## src/rtl/regfile_mp_sb.sv

```systemverilog
// Multi-port GPR file: NUM_RD async read ports, two write ports (W1 beats W0), busy scoreboard.
// Optional macro REGFILE_BYPASS_EN adds same-cycle write-to-read forwarding.

module regfile_mp_sb_rdport #(
   parameter int DATA_W = 32,
   parameter int ADDR_W = 5,
   parameter int DEPTH  = 32
) (
   input  logic [DEPTH-1:0][DATA_W-1:0] regs_i,
   input  logic [DEPTH-1:0]             busy_i,
   input  logic [ADDR_W-1:0]            addr_i,
`ifdef REGFILE_BYPASS_EN
   input  logic                         rst_ni,
   input  logic [1:0]                   wen_i,
   input  logic [1:0][ADDR_W-1:0]       waddr_i,
   input  logic [1:0][DATA_W-1:0]       wdata_i,
   input  logic                         iss_en_i,
   input  logic [ADDR_W-1:0]            iss_addr_i,
`endif
   output logic [DATA_W-1:0]            data_o,
   output logic                         busy_o
);

`ifdef REGFILE_BYPASS_EN
   logic hit0, hit1, iss_hit;

   // Forwarding is suppressed under reset so held-off writes never leak to the read side.
   assign hit1    = rst_ni && wen_i[1] && (waddr_i[1] == addr_i) && (addr_i != '0);
   assign hit0    = rst_ni && wen_i[0] && (waddr_i[0] == addr_i) && (addr_i != '0);
   assign iss_hit = iss_en_i && (iss_addr_i == addr_i);

   always_comb begin
      data_o = regs_i[addr_i];
      if (hit1)      data_o = wdata_i[1];
      else if (hit0) data_o = wdata_i[0];
   end

   assign busy_o = busy_i[addr_i] && !((hit0 || hit1) && !iss_hit);
`else
   assign data_o = regs_i[addr_i];
   assign busy_o = busy_i[addr_i];
`endif

endmodule

module regfile_mp_sb #(
   parameter int DATA_W = 32,
   parameter int ADDR_W = 5,
   parameter int NUM_RD = 2
) (
   input  logic                     clk,
   input  logic                     rst_n,
   input  logic [NUM_RD*ADDR_W-1:0] rd_addr,
   output logic [NUM_RD*DATA_W-1:0] rd_data,
   output logic [NUM_RD-1:0]        rd_busy,
   input  logic                     w0_en,
   input  logic [ADDR_W-1:0]        w0_addr,
   input  logic [DATA_W-1:0]        w0_data,
   input  logic                     w1_en,
   input  logic [ADDR_W-1:0]        w1_addr,
   input  logic [DATA_W-1:0]        w1_data,
   input  logic                     iss_en,
   input  logic [ADDR_W-1:0]        iss_addr,
   output logic                     any_busy
);

   localparam int DEPTH = 1 << ADDR_W;

   typedef struct packed {
      logic              en;
      logic [ADDR_W-1:0] addr;
      logic [DATA_W-1:0] data;
   } wr_req_t;

   wr_req_t [1:0]                wr;
   logic [DEPTH-1:0][DATA_W-1:0] regs_q, regs_d;
   logic [DEPTH-1:0]             busy_q, busy_d;

   assign wr[0] = {w0_en, w0_addr, w0_data};
   assign wr[1] = {w1_en, w1_addr, w1_data};

   // Port order gives W1 priority; issue applied last so a new producer beats a retiring one.
   always_comb begin
      regs_d = regs_q;
      busy_d = busy_q;
      for (int p = 0; p < 2; p++) begin
         if (wr[p].en && (wr[p].addr != '0)) begin
            regs_d[wr[p].addr] = wr[p].data;
            busy_d[wr[p].addr] = 1'b0;
         end
      end
      if (iss_en && (iss_addr != '0)) busy_d[iss_addr] = 1'b1;
   end

   always_ff @(posedge clk or negedge rst_n) begin
      if (!rst_n) begin
         regs_q <= '0;
         busy_q <= '0;
      end else begin
         regs_q <= regs_d;
         busy_q <= busy_d;
      end
   end

   assign any_busy = |busy_q;

`ifdef REGFILE_BYPASS_EN
   logic [1:0]             wen;
   logic [1:0][ADDR_W-1:0] waddr;
   logic [1:0][DATA_W-1:0] wdata;

   assign wen   = {wr[1].en,   wr[0].en};
   assign waddr = {wr[1].addr, wr[0].addr};
   assign wdata = {wr[1].data, wr[0].data};
`endif

   for (genvar k = 0; k < NUM_RD; k++) begin : g_rd
      regfile_mp_sb_rdport #(
         .DATA_W (DATA_W),
         .ADDR_W (ADDR_W),
         .DEPTH  (DEPTH)
      ) u_rd (
         .regs_i     (regs_q),
         .busy_i     (busy_q),
         .addr_i     (rd_addr[k*ADDR_W +: ADDR_W]),
`ifdef REGFILE_BYPASS_EN
         .rst_ni     (rst_n),
         .wen_i      (wen),
         .waddr_i    (waddr),
         .wdata_i    (wdata),
         .iss_en_i   (iss_en),
         .iss_addr_i (iss_addr),
`endif
         .data_o     (rd_data[k*DATA_W +: DATA_W]),
         .busy_o     (rd_busy[k])
      );
   end

endmodule
```

## config.mk

```make
export PLATFORM = sky130hd
export DESIGN_NAME = regfile_mp_sb
export DESIGN_NICKNAME = d
export VERILOG_FILES = /design/src/rtl/regfile_mp_sb.sv
export SDC_FILE = /design/constraint.sdc
export NUM_CORES = 2
export LEC_CHECK = 0
export CORE_ASPECT_RATIO = 0.8
export CORE_UTILIZATION = 35
export CTS_BUF_LIST = sky130_fd_sc_hd__clkbuf_8
export CTS_CLUSTER_SIZE = 10
export DETAILED_ROUTE_END_ITERATION = 6
export MAX_ROUTING_LAYER = met4
export RECOVER_POWER = 25
export SLEW_MARGIN = 30
export SYNTH_ARGS = -nofsm -noshare
export SYNTH_HDL_FRONTEND = slang
export SYNTH_SLANG_ARGS = --single-unit
```

## constraint.sdc

```tcl
create_clock -name clk -period 4.6 [get_ports clk]
set_input_delay 0.92 -clock clk [delete_from_list [all_inputs] [get_ports clk]]
set_output_delay 0.92 -clock clk [all_outputs]
set_load 0.02 [all_outputs]
```

==> results.json <==
{
  "startpoint_type": "input port",
  "timing.hold.ws_ps": 399,
  "clock.fmax_ghz": 0.216,
  "power_density_nw_per_um2": 408,
  "timing.final.ws_setup_ps": -29.3,
  "grt_pass1_vias": 55900,
  "synth-seq-cells": 1056,
  "cap_viol_max_count": 1,
  "syn-num-nets": 7271,
  "yosys-top-cells-area": "dfrtp_1, mux2i_1, a21oi_1",
  "first_iter_violations": 7841,
  "antenna_found_initial": 31,
  "nets": 7170,
  "power_mw": 31.0,
  "die_y_um": 391,
  "p_comb_share_pct": 26.1,
  "worstPathArrival_ps": 3710,
  "cp_cell_sequence": "clkdlybuf4s50_1, nor2b_4, buf_12, buf_4, a22oi_1, a31oi_1, nand3_1, clkdlybuf4s50_1",
  "cts_tree": "built",
  "grt_pass1_wl_um": 409000,
  "dp_hpwl_um": 177000,
  "cts_root_buf": "clkbuf_8",
  "row_count": 142,
  "slowest_stage": "clkdlybuf4s50_1",
  "setup_viol": 2,
  "report.final.hold_viol_count": 0,
  "cp_max_fo": 23,
  "synthArstFlopShare_pct": 100,
  "cpPeakStageDelay_ps": 620,
  "crit_top_cell": "clkdlybuf4s50_1",
  "overflow": 0,
  "grt_max_degree": 100,
  "yosys.cell_types.count": 40,
  "ir_drop_v": 0.000287,
  "cts_buffers": 188,
  "vias": 58600,
  "synthFlopType": "dfrtp_1",
  "syn_inst": 7177,
  "syn_area_per_cell_um2": 9.23,
  "fin_crit_sh_pct": 101,
  "cp_num_buf_inv": 4,
  "seq_area_frac_synth_pct": 39.9,
  "syn_area_um2": 66300,
  "routed_wl_um": 287000,
  "cellInternalPower_mw": 20.1,
  "port_buffers": 160,
  "pwr-share-seq_pct": 44.3,
  "outcome": "finished with violations",
  "cts.clk_slew.worst_paths_ps": 60,
  "initial_core_util_pct": 35.3,
  "core-area_um2": 188000,
  "skew_ps": 0,
  "relSlewSlack_pct": -166,
  "avgRoutedWirePerCell_um": 29.4,
  "p_clk_share_pct": 29.6,
  "ys_warn_count": 0,
  "grt_use_total_pct": 30.2,
  "switching_share_pct": 35.2,
  "avgViaCountPerCell": 6.00,
  "area_growth_pct": 14.6,
  "drc": 0,
  "hp-class": "flop to flop",
  "required_ps": 3680,
  "yosys.area.top_type": "dfrtp_1",
  "synth-edff-count": 0,
  "cp_top_family": "buffers and inverters",
  "htreeDepth": 4,
  "fin_crit_ps": 4630,
  "postRouteAntennaNets": 0,
  "crit_path_end_kind": "primary output",
  "power_switching_mw": 10.9,
  "place_congestion": 0.943,
  "die_w_um": 489,
  "io_pins": 161,
  "numClockSinks": 1056,
  "slew_violations": 42,
  "clk_latency_ps": 980,
  "cts_setup_buffers": 0,
  "p_leak_nw": 36.2,
  "finish.utilization_pct": 40.5,
  "criticalPathCategory": "input port to primary output",
  "drive_gt1_share_pct": 10.6,
  "violations": "max-capacitance violations, max-slew violations, negative setup slack",
  "synth_top_area_share_pct": 39.9,
  "dieArea_um2": 191000,
  "clockBufferDepth": 3,
  "worst_pin_slew_ps": 4000,
  "drt_pre_antenna_iters": 6
}
-- power by group through the flow --
stage / logic [mW] / registers (mW) / clock network [mW]
finish: 8.09 / 13.7 / 9.17
global route: 8.70 / 14.0 / 9.63
CTS: 7.92 / 13.7 / 9.23
detailed placement: 7.92 / 13.8 / 0
global placement: 7.78 / 13.7 / 0
floorplan: 5.42 / 13.2 / 0
-- flip-flops by register name (all words and copies together), names as in the netlist --
| name | cells |
|---|---|
| regs_q | 1024 |
| busy_q | 32 |
-- cells in the final DEF, fill, tap and decap left out, types with 7 or more instances in the layout --
cell type,netlist,routed
nand3_1,202,200
nand2_1,745,713
a21oi_1,712,712
inv_1,10,71
diode_2,0,27
nor3_1,68,68
a22oi_1,198,198
clkinvlp_4,0,7
nor2_1,550,523
clkbuf_1,556,8
nor2_4,0,29
nor4_1,9,9
o21ai_0,438,438
clkbuf_2,0,12
mux2i_1,2047,2047
clkinv_2,0,15
buf_12,0,105
clkdlybuf4s50_1,0,109
o21ai_1,53,53
a22o_1,135,135
buf_4,21,246
dfrtp_1,1056,1056
a32o_1,16,16
nand2_4,0,21
nand2_2,0,7
clkbuf_8,0,246
buf_2,168,32
a31oi_1,67,66
-- what timing repair did --
item	in CTS	in global routing
gates cloned	0	0
endpoints found under the hold margin	0	20
hold buffers	0	1
resized for setup	2	5
endpoints found under the setup margin	2	6
-- per-layer routing --
| metal | GRT usage (%) | up-vias | wire length, um |
|---|---|---|---|
| met5 | - | - | 0 |
| met4 | 16.3 | 0 | 17000 |
| met3 | 6.88 | 798 | 29300 |
| met2 | 42.6 | 3530 | 122000 |
| met1 | 39.8 | 28900 | 119000 |
| li1 | - | 25400 | - |
-- cell families after synthesis --
family / count (synthesis) / synth area share, %
buffers and inverters: 826 / 5.16
AND/OR/NAND/NOR: 1628 / 10.1
AO/OA/AOI/OAI: 1620 / 14.0
flip-flops: 1056 / 39.9
multiplexers: 2047 / 30.9
-- final cells by class --
class	count	area, um2
Tap cell	2520	3150
Multi-Input combinational cell	5295	36900
Fill cell	18300	112000
Sequential cell	1056	26400
Clock inverter	89	448
Inverter	10	37.5
Timing Repair Buffer	525	5470
Antenna cell	27	67.6
Clock buffer	246	3390
-- synth_stat cells, types with 3 or more instances --
cell type  number
nand4b_1        3
nor2_1        550
nor2_2          3
a32o_1         16
or2_2           4
and3_1          5
inv_1          10
dfrtp_1      1056
buf_1          67
nor3_1         68
mux2i_1      2047
buf_2         168
o21ai_0       438
a22o_1        135
nand3b_1        4
buf_6           4
a21oi_1       712
a31oi_1        67
clkbuf_1      556
nand2_1       745
buf_4          21
nor4_1          9
o21ai_1        53
and3b_1         4
a22oi_1       198
nand3_1       202
nand2b_1        7
and2_1          4
nor2b_1         7
-- final timing paths --
path | from | end | slack, ps | depth (start not counted)
setup / recovery | rd_addr[2] | rd_data[16] | -30 | 8
setup reg to reg | regs_q[664]$_DFF_PN0_ | regs_q[664]$_DFF_PN0_ | 3760 | 2
min in group asynchronous | rst_n | regs_q[508]$_DFF_PN0_ | 2150 | 2
max in group asynchronous | rst_n | regs_q[405]$_DFF_PN0_ | 190 | 3
hold reg to reg | regs_q[11]$_DFF_PN0_ | regs_q[11]$_DFF_PN0_ | 400 | 0
hold / removal | regs_q[11]$_DFF_PN0_ | regs_q[11]$_DFF_PN0_ | 400 | 0
-- through the flow --
stage          setup WS [ps]  TNS (ps)  cell area, um2  std cells
6_report               -29.3     -30.8           75900       9768
5_1_grt                -3.98     -3.98           75900       9764
4_1_cts                 7.04         0           75900       9739
3_3_place_gp            24.0         0           72100       9402
3_5_place_dp           -20.7     -28.0           72100       9404
2_1_floorplan           1280         0           66300       7177
(Power assumes the default switching activity.)
